## src/rtl/vmax_row_pooler.sv

```systemverilog
// Vertical max-pool: buffers the last F HMax rows and emits the column-wise max per window.
// Ports: clk/rst, start+cfg_*, in_valid/in_ready/in_row, out_valid/out_ready/out_row/out_last, busy/done/cfg_err.
module vmax_row_pooler #(
    parameter int DATA_WIDTH      = 32,
    parameter int SA_LENGTH       = 10,
    parameter int MAX_FILTER_SIZE = 7,
    parameter int CW              = $clog2(MAX_FILTER_SIZE + 1),
    parameter int HW              = 16
) (
    input  logic                         clk,
    input  logic                         rst,
    input  logic                         start,
    input  logic [CW-1:0]                cfg_filter_size,
    input  logic [CW-1:0]                cfg_stride,
    input  logic [HW-1:0]                cfg_rows,
    input  logic                         in_valid,
    output logic                         in_ready,
    input  logic signed [DATA_WIDTH-1:0] in_row [SA_LENGTH],
    output logic                         out_valid,
    input  logic                         out_ready,
    output logic signed [DATA_WIDTH-1:0] out_row [SA_LENGTH],
    output logic                         out_last,
    output logic                         busy,
    output logic                         done,
    output logic                         cfg_err
);

    typedef enum logic [2:0] {
        S_IDLE,
        S_FILL,
        S_REDUCE,
        S_EMIT,
        S_DONE
    } state_t;

    state_t state, state_nx;

    logic [CW-1:0] f, s, wptr, togo, k;
    logic [HW-1:0] h, r, r_inc;
    logic          err;
    logic          cfg_bad, accept, take, last;
    logic [HW:0]   r_plus_s;

    logic signed [DATA_WIDTH-1:0] rowbuf [MAX_FILTER_SIZE][SA_LENGTH];
    logic signed [DATA_WIDTH-1:0] rd  [SA_LENGTH];
    logic signed [DATA_WIDTH-1:0] acc [SA_LENGTH];

    assign cfg_bad = (cfg_filter_size == '0)
                  || (int'(cfg_filter_size) > MAX_FILTER_SIZE)
                  || (cfg_stride == '0)
                  || (cfg_rows < HW'(cfg_filter_size));

    assign accept   = (state == S_FILL) && in_valid;
    assign take     = (state == S_EMIT) && out_ready;
    assign r_inc    = r + HW'(1);
    assign r_plus_s = {1'b0, r} + (HW+1)'(s);
    // Final window: the next one would run past the map.
    assign last     = (r_plus_s > {1'b0, h}) || (r == h);

    assign in_ready  = (state == S_FILL);
    assign out_valid = (state == S_EMIT);
    assign out_last  = (state == S_EMIT) && last;
    assign busy      = (state != S_IDLE);
    assign done      = (state == S_DONE);
    assign cfg_err   = err;
    assign out_row   = acc;

    always_comb begin
        state_nx = state;
        unique case (state)
            S_IDLE:   if (start) state_nx = cfg_bad ? S_DONE : S_FILL;
            S_FILL: begin
                if (accept) begin
                    // togo hits 1 exactly on r = F, F+S, F+2S, ...
                    if (togo == CW'(1))
                        state_nx = S_REDUCE;
                    else if (r_inc == h)
                        state_nx = S_DONE;
                end
            end
            // Rows past the final window are still drained in FILL.
            S_REDUCE: if (k == f) state_nx = S_EMIT;
            S_EMIT:   if (take) state_nx = (r == h) ? S_DONE : S_FILL;
            S_DONE:   state_nx = S_IDLE;
            default:  state_nx = S_IDLE;
        endcase
    end

    always_ff @(posedge clk) begin
        if (rst) begin
            state <= S_IDLE;
            f     <= '0;
            s     <= '0;
            h     <= '0;
            r     <= '0;
            wptr  <= '0;
            togo  <= '0;
            k     <= '0;
            err   <= 1'b0;
            for (int c = 0; c < SA_LENGTH; c++) begin
                rd[c]  <= '0;
                acc[c] <= '0;
            end
        end else begin
            state <= state_nx;
            unique case (state)
                S_IDLE: begin
                    if (start) begin
                        f    <= cfg_filter_size;
                        s    <= cfg_stride;
                        h    <= cfg_rows;
                        r    <= '0;
                        wptr <= '0;
                        togo <= cfg_filter_size;
                        err  <= cfg_bad;
                    end
                end
                S_FILL: begin
                    k <= '0;
                    if (accept) begin
                        r    <= r_inc;
                        wptr <= (wptr == f - CW'(1)) ? '0 : wptr + CW'(1);
                        togo <= (togo == CW'(1)) ? s : togo - CW'(1);
                    end
                end
                S_REDUCE: begin
                    // Registered buffer read; the max lags the read by one cycle.
                    k <= k + CW'(1);
                    if (k < f)
                        rd <= rowbuf[k];
                    if (k == CW'(1))
                        acc <= rd;
                    else if (k > CW'(1)) begin
                        for (int c = 0; c < SA_LENGTH; c++)
                            if (rd[c] > acc[c])
                                acc[c] <= rd[c];
                    end
                end
                default: ;
            endcase
        end
    end

    always_ff @(posedge clk) begin
        if (accept)
            rowbuf[wptr] <= in_row;
    end

    a_excl: assert property (@(posedge clk) disable iff (rst)
        !(out_valid && in_ready));

    a_hold: assert property (@(posedge clk) disable iff (rst)
        (out_valid && !out_ready) |=> (out_valid && $stable(out_last)));

    a_one: assert property (@(posedge clk) disable iff (rst)
        $rose(out_valid) |-> ($past(state) == S_REDUCE));

endmodule

```

## config.mk

```make
export PLATFORM = sky130hd
export DESIGN_NAME = vmax_row_pooler
export DESIGN_NICKNAME = d
export VERILOG_FILES = /design/src/rtl/vmax_row_pooler.sv
export SDC_FILE = /design/constraint.sdc
export NUM_CORES = 2
export LEC_CHECK = 0
export ABC_AREA = 1
export BUFFER_PORTS_ARGS = -buffer_cell sky130_fd_sc_hd__buf_2
export CORE_ASPECT_RATIO = 1.1
export CORE_MARGIN = 2
export CORE_UTILIZATION = 40
export CTS_CLUSTER_SIZE = 16
export DETAILED_ROUTE_END_ITERATION = 8
export PLACE_DENSITY = 0.63
export SETUP_SLACK_MARGIN = 0.5
export SYNTH_ARGS = -nofsm -noshare
export SYNTH_HDL_FRONTEND = slang
export SYNTH_SLANG_ARGS = --single-unit
```

## constraint.sdc

```tcl
create_clock -name clk -period 61.2 [get_ports clk]
set_input_delay 12.24 -clock clk [delete_from_list [all_inputs] [get_ports clk]]
set_output_delay 12.24 -clock clk [all_outputs]
set_load 0.02 [all_outputs]
```

==> reports/results.tsv <==
metric	value	unit
die_h	584.8	um
hold_end	rd[115]$_SDFFE_PP0P_	
outcome	finished clean	
grt_pass1_vias	78815	
root_buffer	clkbuf_16	
cp_data_arrival_time	4510	ps
rows	213	
slew_headroom	17.65	%
io_buffers	672	
hold_start	rd[115]$_SDFFE_PP0P_	
finClkSkew	36.92	ps
critPathCaptureType	primary output	
grt_pass1_wl	482400	um
clockBufferDepth	4	
cp.required	48960	ps
syn_area	122700	sq um
drt_iter0_markers	7123	
max_stage_delay	480	ps
leakage	53.05	nW
route.detailed.drc	0	
cts_buffers	308	
routedWlPerCell	19.95	um
finalHoldViolations	0	
cts.sinks	2931	
cp_top_family	adder cells	
synth_edf_count	2240	
ios	673	
hpwlAfterDp	192200	um
avgSynthCellArea	10.88	sq um
clk_pin_slew_worst_paths	60	ps
cp_slowest_cell	dfxtp_1	
synth_top_family_by_area	simple AND/OR/NAND/NOR gates	
synthTopCellsByArea	edfxtp_1 (55%), dfxtp_1 (11%), nand2_1 (6.4%), a21oi_1 (3.8%), ha_1 (3.6%)	
setup_violations	0	
postSynth.asyncResetShare	0	%
viasPerCell	5.245	
path_cells	ha_1, inv_1, fa_1, o21ai_0, nand3_1, nor4_1, xor2_1, inv_1, ha_1, nand2_1, nor2_1, o21ai_0, a21oi_1, o21ai_0, a31oi_1, buf_2	
vias	84142	
fmax	59.70	MHz
core_area	305700	sq um
dieArea	311100	sq um
fin_nets	12351	
hold_path.class	register to register	
start_util	40.13	%
grt_max_degree	202	
crit_type	register to primary output	
ys_warn_count	0	
regToRegSetupSlack	55210	ps
cts_tree	yes	
synth_fa_ha_area_share	3.597	%
rsz0062_at_grt	false	
clkLatencyLatePin	900	ps
cp_common_cell	o21ai_0	
ys_seq_elements	2931	
timing.rr.end	out_row[161]$_SDFFE_PP0P_	
drive_gt1_share	10.72	%
antenna_found_initial	164	
ir_drop	0.08108	mV
die_width	532.0	um
tightest_slew	1231	ps
ys_seq_area_share	66.12	%
hold_buffers	0	
fin_tns_setup	0	ps
placed_area	129400	sq um
power_density	43.51	nW/um^2
grt_util_all_layers	19.79	%
stdcell_area	139600	sq um
area_delta_synth_final	13.82	%
drv_cap	0	
syn_nets	11968	
regToRegStartpoint	k[1]$_SDFFE_PP0P_	
finalWirelength	320000	um
worst-path-buf-inv	3	
synthMuxAreaShare	0	%
cts_setup_buffers	0	
r2r_cells	12	
slew_viol_final	0	
synth_xor_area_share	0.2785	%
post-synth-top-area-cell	edfxtp_1	
synth-main-ff-cell	edfxtp_1	
fin_crit	16750	ps
worst_setup_path_start_kind	register	
ant_nets	0	
worstPathMaxFanout	7	
synth_compound_area_share	12.10	%
min_period_over_period	27.37	%
grt_overflow_total	0	
netlist.area_leader.share	54.84	%
dr.pass1.iters	6	
gp_congestion	0.8615	
netlist_instances	11269	
h-tree-depth	5	
worstHoldPathCells	2	
synth.distinct_cells	49	
post_cts_resized	0	
synth_simple_gate_area_share	12.34	%
sequential cells by signal (all words and copies together) (netlist names), 16 cells and up:
signal	cells
rd	320
rowbuf	2240
h	16
out_row	320
r	16
report_power, final:
group          switching, mW  total [mW]  leakage (nW)  internal, mW
clock                  0.782        1.87          4.87          1.09
combinational           1.36        1.86          22.4         0.501
sequential            0.0700        2.34          25.8          2.27
total                   2.22        6.07          53.0          3.86
cell type report:
cell class              instances  area, sq um
multi-input cells            6578        34820
diodes                         52        130.1
repair buffers                793         4457
well taps                    4085         5111
flip-flops and latches       2931        81110
inverters                    1040         3936
clock inverters               136         1570
clock buffers                 426         8471
fillers                     28148       166100
cells in the final DEF (no fill, tap or decap), types with 91 or more instances in the layout:
cell type,n
a211oi_1,103
a21oi_1,943
a221oi_1,97
a32o_1,224
buf_2,671
buf_4,107
clkbuf_1,91
clkbuf_16,313
dfxtp_1,688
edfxtp_1,2240
ha_1,351
inv_1,1028
nand2_1,2087
nand3_1,693
nor2_1,848
o211ai_1,226
o21ai_0,704
o22ai_1,98
worst reg2reg max path, delay by kind of cell, from the launching register on:
kind	cells	cell delay (ps)
AO/OA/AOI/OAI	1	350
adder cells (fa/ha/maj)	1	340
buffers and inverters	6	3880
flip-flops	1	360
AND/OR/NAND/NOR	4	940
cells in the mapped netlist (3+ instances only):
library cell  number
and3_1             3
o21ai_0          704
a211oi_1         103
buf_1             97
a21oi_1          943
nand3_1          693
inv_2              9
a32o_1           224
a31oi_1            4
xnor2_1           14
nand4_1           39
nand2_1         2096
or2_2              8
buf_6              3
nand2_2            3
edfxtp_1        2240
o21bai_1          12
nor4_1            10
o22ai_1           98
inv_1           1029
a221oi_1          97
nor2_1           848
xor2_1            25
clkbuf_1         467
nor3_1            27
dfxtp_1          691
o211ai_1         226
ha_1             351
a21o_1            10
o21a_1            21
buf_2            153
worst max-delay path by stage:
stage	to	cells past startpoint	slack [ps]	from
after floorplan	rowbuf[6][0]$_DFFE_PP_	4	16870	in_valid
after global placement	rowbuf[3][140]$_DFFE_PP_	10	44430	in_valid
after detailed placement	rowbuf[3][144]$_DFFE_PP_	10	44400	in_valid
after CTS	out_last	16	44370	r[0]$_SDFFE_PP0P_
after global routing	out_last	16	44140	r[0]$_SDFFE_PP0P_
final	out_last	16	44450	r[0]$_SDFFE_PP0P_
layer usage:
| layer | share of wire (%) | wire [um] | vias to the layer above | global-route usage, % |
|---|---|---|---|---|
| met5 | 0.16 | 527 | - | 0 |
| met3 | 6.5 | 20770 | 596 | 3.570 |
| met4 | 2.4 | 7761 | 88 | 5.154 |
| met1 | 45 | 142800 | 40689 | 27.45 |
| met2 | 46 | 148200 | 2404 | 32.02 |
| li1 | - | - | 40365 | - |
cell families after synthesis:
| logic type | Yosys count |
|---|---|
| xor+xnor | 39 |
| compound gates | 2450 |
| flops | 2931 |
| simple gates | 3737 |
| fa+ha+maj | 352 |
| buf+inv | 1760 |
through the flow:
stage / utilization (%) / setup WS [ps] / total power [mW] / hold WS [ps] / instances
after floorplan: - / 16870 / 3.773 / 458.7 / 11269
after global placement: 42.34 / 44430 / 4.216 / 474.1 / 15427
after detailed placement: 42.34 / 44400 / 4.240 / 477.9 / 15427
after CTS: 45.63 / 44370 / 6.115 / 487.1 / 15989
after global routing: 45.64 / 44140 / 6.419 / 502.0 / 16005
final: 45.67 / 44450 / 6.074 / 486.8 / 16041
Note: power is estimated with default switching activity, not from simulation.
